<file path="src/rtl/uart_pkg.sv">
// uart_pkg: FSM state type and sizing helpers shared by the UART transmitter files
package uart_pkg;
    typedef enum logic [2:0] {IDLE, START, DATA, PARITY, STOP} uart_state_e;
    function automatic int calc_div(input int clk_freq, input int baud);
        return clk_freq / baud;
    endfunction
    function automatic int cnt_w(input int n);
        return n > 1 ? $clog2(n) : 1;
    endfunction
endpackage

</file>
<file path="src/rtl/uart_tx_fifo.sv">
// uart_tx_fifo: synchronous FIFO with wrap-bit pointers and a registered occupancy count
module uart_tx_fifo #(
    parameter int WIDTH = 8,
    parameter int DEPTH = 4
) (
    input  logic                     clk,
    input  logic                     rst,
    input  logic                     push,
    input  logic                     pop,
    input  logic [WIDTH-1:0]         wdata,
    output logic [WIDTH-1:0]         rdata,
    output logic                     full,
    output logic                     empty,
    output logic [$clog2(DEPTH):0]   level
);
    localparam int AW = $clog2(DEPTH);
    logic [WIDTH-1:0] mem [DEPTH];
    logic [AW:0] wptr, rptr;
    logic do_push, do_pop;
    assign empty = wptr == rptr;
    assign full = (wptr[AW] != rptr[AW]) && (wptr[AW-1:0] == rptr[AW-1:0]);
    assign do_push = push && !full;
    assign do_pop = pop && !empty;
    assign rdata = mem[rptr[AW-1:0]];
    always_ff @(posedge clk or posedge rst) begin
        if (rst) begin
            wptr <= '0;
            rptr <= '0;
            level <= '0;
        end else begin
            wptr <= wptr + (AW+1)'(do_push);
            rptr <= rptr + (AW+1)'(do_pop);
            level <= level + (AW+1)'(do_push) - (AW+1)'(do_pop);
        end
    end
    always_ff @(posedge clk) begin
        if (do_push) mem[wptr[AW-1:0]] <= wdata;
    end
endmodule

</file>
<file path="src/rtl/uart_tx_param.sv">
// uart_tx_param: FIFO-buffered UART transmitter; define UART_TX_PARITY_EN to add a parity bit
module uart_tx_param
    import uart_pkg::*;
#(
    parameter int CLK_FREQ   = 50_000_000,
    parameter int BAUD       = 9600,
    parameter int DATA_BITS  = 8,
    parameter int STOP_BITS  = 1,
    parameter int FIFO_DEPTH = 4
) (
    input  logic                          clk,
    input  logic                          rst,
    input  logic [DATA_BITS-1:0]          tx_data,
    input  logic                          tx_valid,
    output logic                          tx_ready,
    input  logic                          parity_odd,
    output logic                          uart_tx,
    output logic                          busy,
    output logic [$clog2(FIFO_DEPTH):0]   fifo_level
);
    localparam int DIV = calc_div(CLK_FREQ, BAUD);
    localparam int CW = cnt_w(DIV);
    localparam int IW = cnt_w(DATA_BITS);
    uart_state_e state, state_n;
    logic [CW-1:0] cnt, cnt_n;
    logic [IW-1:0] idx, idx_n;
    logic [DATA_BITS-1:0] sh, sh_n, fifo_rdata;
    logic tx_n, tick, stop_done, load, full, empty;
`ifdef UART_TX_PARITY_EN
    logic par, par_n;
`else
    logic unused_parity;
    assign unused_parity = parity_odd;
`endif
    assign tick = state != IDLE && cnt == CW'(DIV-1);
    assign stop_done = state == STOP && tick && idx == IW'(STOP_BITS-1);
    // a new frame starts from IDLE or straight out of the last stop tick, so no idle gap
    assign load = !empty && (state == IDLE || stop_done);
    assign busy = state != IDLE;
    assign tx_ready = !full;

    uart_tx_fifo #(.WIDTH(DATA_BITS), .DEPTH(FIFO_DEPTH)) u_fifo (
        .clk(clk),
        .rst(rst),
        .push(tx_valid),
        .pop(load),
        .wdata(tx_data),
        .rdata(fifo_rdata),
        .full(full),
        .empty(empty),
        .level(fifo_level)
    );

    always_ff @(posedge clk or posedge rst) begin
        if (rst) begin
            state <= IDLE;
            cnt <= '0;
            idx <= '0;
            sh <= '0;
            uart_tx <= 1'b1;
`ifdef UART_TX_PARITY_EN
            par <= 1'b0;
`endif
        end else begin
            state <= state_n;
            cnt <= cnt_n;
            idx <= idx_n;
            sh <= sh_n;
            uart_tx <= tx_n;
`ifdef UART_TX_PARITY_EN
            par <= par_n;
`endif
        end
    end

    always_comb begin
        state_n = state;
        cnt_n = (state == IDLE || tick) ? '0 : cnt + CW'(1);
        idx_n = idx;
        sh_n = sh;
        tx_n = uart_tx;
`ifdef UART_TX_PARITY_EN
        par_n = par;
`endif
        case (state)
            START: if (tick) begin
                state_n = DATA;
                idx_n = '0;
                tx_n = sh[0];
                sh_n = sh >> 1;
            end
            DATA: if (tick) begin
                if (idx == IW'(DATA_BITS-1)) begin
`ifdef UART_TX_PARITY_EN
                    state_n = PARITY;
                    tx_n = par;
`else
                    state_n = STOP;
                    tx_n = 1'b1;
                    idx_n = '0;
`endif
                end else begin
                    idx_n = idx + IW'(1);
                    tx_n = sh[0];
                    sh_n = sh >> 1;
                end
            end
`ifdef UART_TX_PARITY_EN
            PARITY: if (tick) begin
                state_n = STOP;
                tx_n = 1'b1;
                idx_n = '0;
            end
`endif
            STOP: if (tick) begin
                idx_n = idx + IW'(1);
                if (stop_done) begin
                    state_n = IDLE;
                    tx_n = 1'b1;
                end
            end
            default: state_n = IDLE;
        endcase
        if (load) begin
            state_n = START;
            sh_n = fifo_rdata;
            tx_n = 1'b0;
`ifdef UART_TX_PARITY_EN
            par_n = ^fifo_rdata ^ parity_odd;
`endif
        end
    end
endmodule
</file>
<file path="config.mk">
export PLATFORM = sky130hd
export DESIGN_NAME = uart_tx_param
export DESIGN_NICKNAME = d
export VERILOG_FILES = /design/src/rtl/uart_pkg.sv /design/src/rtl/uart_tx_fifo.sv /design/src/rtl/uart_tx_param.sv
export SDC_FILE = /design/constraint.sdc
export NUM_CORES = 1
export LEC_CHECK = 0
export BUFFER_PORTS_ARGS = -buffer_cell sky130_fd_sc_hd__buf_2
export CAP_MARGIN = 10
export CORE_MARGIN = 5
export CORE_UTILIZATION = 54
export DETAILED_ROUTE_END_ITERATION = 8
export PLACE_DENSITY = 0.79
export SKIP_LAST_GASP = 1
export SLEW_MARGIN = 30
export SYNTH_ARGS = -nofsm -noshare
export SYNTH_HDL_FRONTEND = slang
export SYNTH_HIERARCHICAL = 1
export SYNTH_SLANG_ARGS = --single-unit
</file>
<file path="constraint.sdc">
create_clock -name clk -period 3.04 [get_ports clk]
set_input_delay 0.76 -clock clk [delete_from_list [all_inputs] [get_ports clk]]
set_output_delay 0.76 -clock clk [all_outputs]
set_load 0.02 [all_outputs]
</file>
==> flow_summary.json <==
{
  "reg2reg_from": "u_fifo/wptr[2]",
  "syn2layout_area_growth_pct": 14.2,
  "rsz0062_at_grt": "false",
  "p_int_mw": 2.28,
  "synth_nets": 275,
  "cts_max_level": 3,
  "start_util": 0.555,
  "gp_congestion": 0.787,
  "worst_pin_slew_ns": 0.451,
  "grt_pass1_vias": 2097,
  "tns_ns": 0,
  "cts_tree": "yes",
  "path_buf_inv": 2,
  "syn-instance-count": 252,
  "setup.worst_path.end_class": "flop",
  "startpoint": "u_fifo/wptr[2]",
  "port_buffers": 16,
  "layout_commonest_cell": "dfrtp_1",
  "synth_cell_types": 53,
  "grt_use_met2": 0.284,
  "cap_violations": 0,
  "clk_pin_slew_ns": 0.08,
  "synth_area_per_cell_um2": 13.0,
  "num_vias": 2047,
  "reg2reg_to": "u_fifo/level[2]",
  "outcome": "completed",
  "insertion_delay_ns": 0.35,
  "pwr-share-comb": 0.311,
  "ios": 18,
  "finalSetupViolCount": 0,
  "synth_flop_cell": "dfrtp_1",
  "avgViaCountPerCell": 5.64,
  "drc": 0,
  "power_frac_clock": 0.269,
  "crit_slowest_cell": "dfrtp_1",
  "hp-class": "input pin to asynchronous set/reset pin",
  "setup_ws_ns": 0.214,
  "post_cts_resized": 0,
  "cp.arrival_ns": 3.10,
  "cp_cell_sequence": "xor2_1, nor3_1, nor4b_2, a21oi_4, clkinv_4, o31a_1, ha_1, inv_1, ha_1, fa_1, xnor2_1, xnor2_1",
  "synth-edff-count": 32,
  "worst_r2r_path_depth": 12,
  "grt_pass1_wl_um": 10300,
  "seq_area_frac_synth": 0.578,
  "n_antenna_cell": 0,
  "cts_root_buffer": "clkbuf_8",
  "power_leakage_nw": 1.55,
  "p_sw_mw": 1.12,
  "reg2reg_slack_ns": 0.21,
  "power.total_mw": 3.40,
  "post_cts_buffers": 0,
  "grt_max_degree": 29,
  "busiest_layer": "met2",
  "initialDrtViolationCount": 120,
  "placed_area_um2": 3480,
  "hold_viol": 0,
  "synth-warning-count": 6,
  "seqPwrFrac": 0.419,
  "ant_nets": 0,
  "slew_violations": 0,
  "grt_util_met3": 0.0677,
  "design_area_um2": 3730,
  "cts_max_path_buffers": 2,
  "routed_wl_um": 5910,
  "final_cell_mix": "dfrtp_1 (36), edfxtp_1 (32), nor2_1 (23), nand3_1 (17), nand2_1 (17)",
  "pre_cts_ws_ns": 0.221,
  "final_nets": 306,
  "cpPeakStageDelay_ns": 0.43,
  "track_usage": 0.178,
  "path_class": "flop to flop",
  "synth_area_um2": 3270,
  "switching_share": 0.330,
  "worstPathRequired_ns": 3.31,
  "grt_overflow": 0,
  "path_depth": 12,
  "dr.pass1.iters": 4,
  "async_flop_share": 0.536,
  "die_area_um2": 7710,
  "met1_usage": 0.223,
  "post-route-min-period_ns": 2.83,
  "wl_per_cell_um": 16.3,
  "die_w_um": 87.8,
  "timing.fmax_mhz": 354,
  "start_kind": "flop",
  "critical_path_peak_fanout": 5,
  "row_count": 28,
  "critical-path-top-delay-family": "adder cells",
  "numCtsBuffers": 9,
  "cts_sinks": 69,
  "cts_hold_buf": 0,
  "core_um2": 5890,
  "die_h_um": 87.8,
  "synth-seq-cells": 69,
  "timing.slew.headroom": 0.698,
  "clock_skew_ns": 0.0104,
  "p_per_area_nw_per_um2": 912,
  "dp_hpwl_um": 4060,
  "layout_worst_path_cycle_share": 0.930,
  "drive_gt1_frac": 0.236,
  "crit_end": "u_fifo/level[2]",
  "antenna_found_initial": 0,
  "ir_drop_v": 0.000548
}
kinds of logic after synthesis:
family,after synthesis,share of synthesized area
DFF,69,0.578
AOI/OAI and AO/OA,37,0.0869
adders and majority gates,12,0.0475
xor gates and xnor gates,21,0.0609
buffers and inverters,21,0.0333
muxes,8,0.0552
and+or+nand+nor,84,0.138
worst min path at each step:
stage	to	slack [ns]	depth (start not counted)	startpoint
finish	u_fifo/rptr[2]	0.37	2	rst
global route	u_fifo/rptr[2]	0.39	2	rst
CTS	u_fifo/wptr[2]	0.36	2	rst
detailed placement	sh[1]	0.48	2	sh[1]
global placement	cnt[0]	0.47	1	cnt[0]
floorplan	cnt[0]	0.45	1	cnt[0]
stage by stage:
step | hold slack, ns | utilization | cells
6_report | 0.371 | 0.634 | 363
3_5_place_dp | 0.483 | 0.592 | 347
3_3_place_gp | 0.467 | 0.592 | 347
4_1_cts | 0.361 | 0.634 | 363
5_1_grt | 0.385 | 0.634 | 363
2_1_floorplan | 0.455 | - | 252
state kept, by name, indices dropped and copies added, names as in the netlist, 3 cells and up:
| name | flops |
|---|---|
| u_fifo/level | 3 |
| sh | 8 |
| idx | 3 |
| u_fifo/mem | 32 |
| cnt | 13 |
| u_fifo/wptr | 3 |
| u_fifo/rptr | 3 |
| state | 3 |
power groups by stage:
stage / clock (mW) / sequential, mW / combinational [mW]
finish: 0.916 / 1.43 / 1.06
global route: 0.987 / 1.46 / 1.17
CTS: 0.936 / 1.43 / 1.07
detailed placement: 0 / 1.44 / 1.06
global placement: 0 / 1.42 / 1.01
floorplan: 0 / 1.41 / 0.781
synthesized netlist by cell type, types with 3 or more instances:
cell type / instances / area, µm²
a22oi_1: 7 / 52.6
nand2b_1: 3 / 18.8
clkbuf_1: 5 / 18.8
xor2_1: 11 / 96.3
o21ai_0: 4 / 20.0
nor2_1: 23 / 86.3
and3_1: 5 / 31.3
nand2_1: 17 / 63.8
buf_6: 3 / 33.8
ha_1: 10 / 125
nand3_1: 17 / 85.1
xnor2_1: 8 / 70.1
dfrtp_1: 36 / 901
mux4_2: 8 / 180
a21oi_1: 5 / 25.0
inv_1: 10 / 37.5
nor2b_1: 3 / 18.8
edfxtp_1: 32 / 961
area by class of cell:
cell class / instances / area (µm²)
well taps: 75 / 93.8
flip-flops and latches: 69 / 1890
multi-input cells: 162 / 1270
clock inverters: 7 / 123
fillers: 472 / 2160
inverters: 11 / 46.3
clock buffers: 9 / 124
repair buffers: 30 / 185
per-layer routing:
| layer | vias up | part of all wire |
|---|---|---|
| li1 | 983 | - |
| met3 | 10 | 0.042 |
| met5 | - | 0 |
| met4 | 0 | 0.016 |
| met2 | 30 | 0.50 |
| met1 | 1024 | 0.44 |
(Power assumes the default switching activity.)
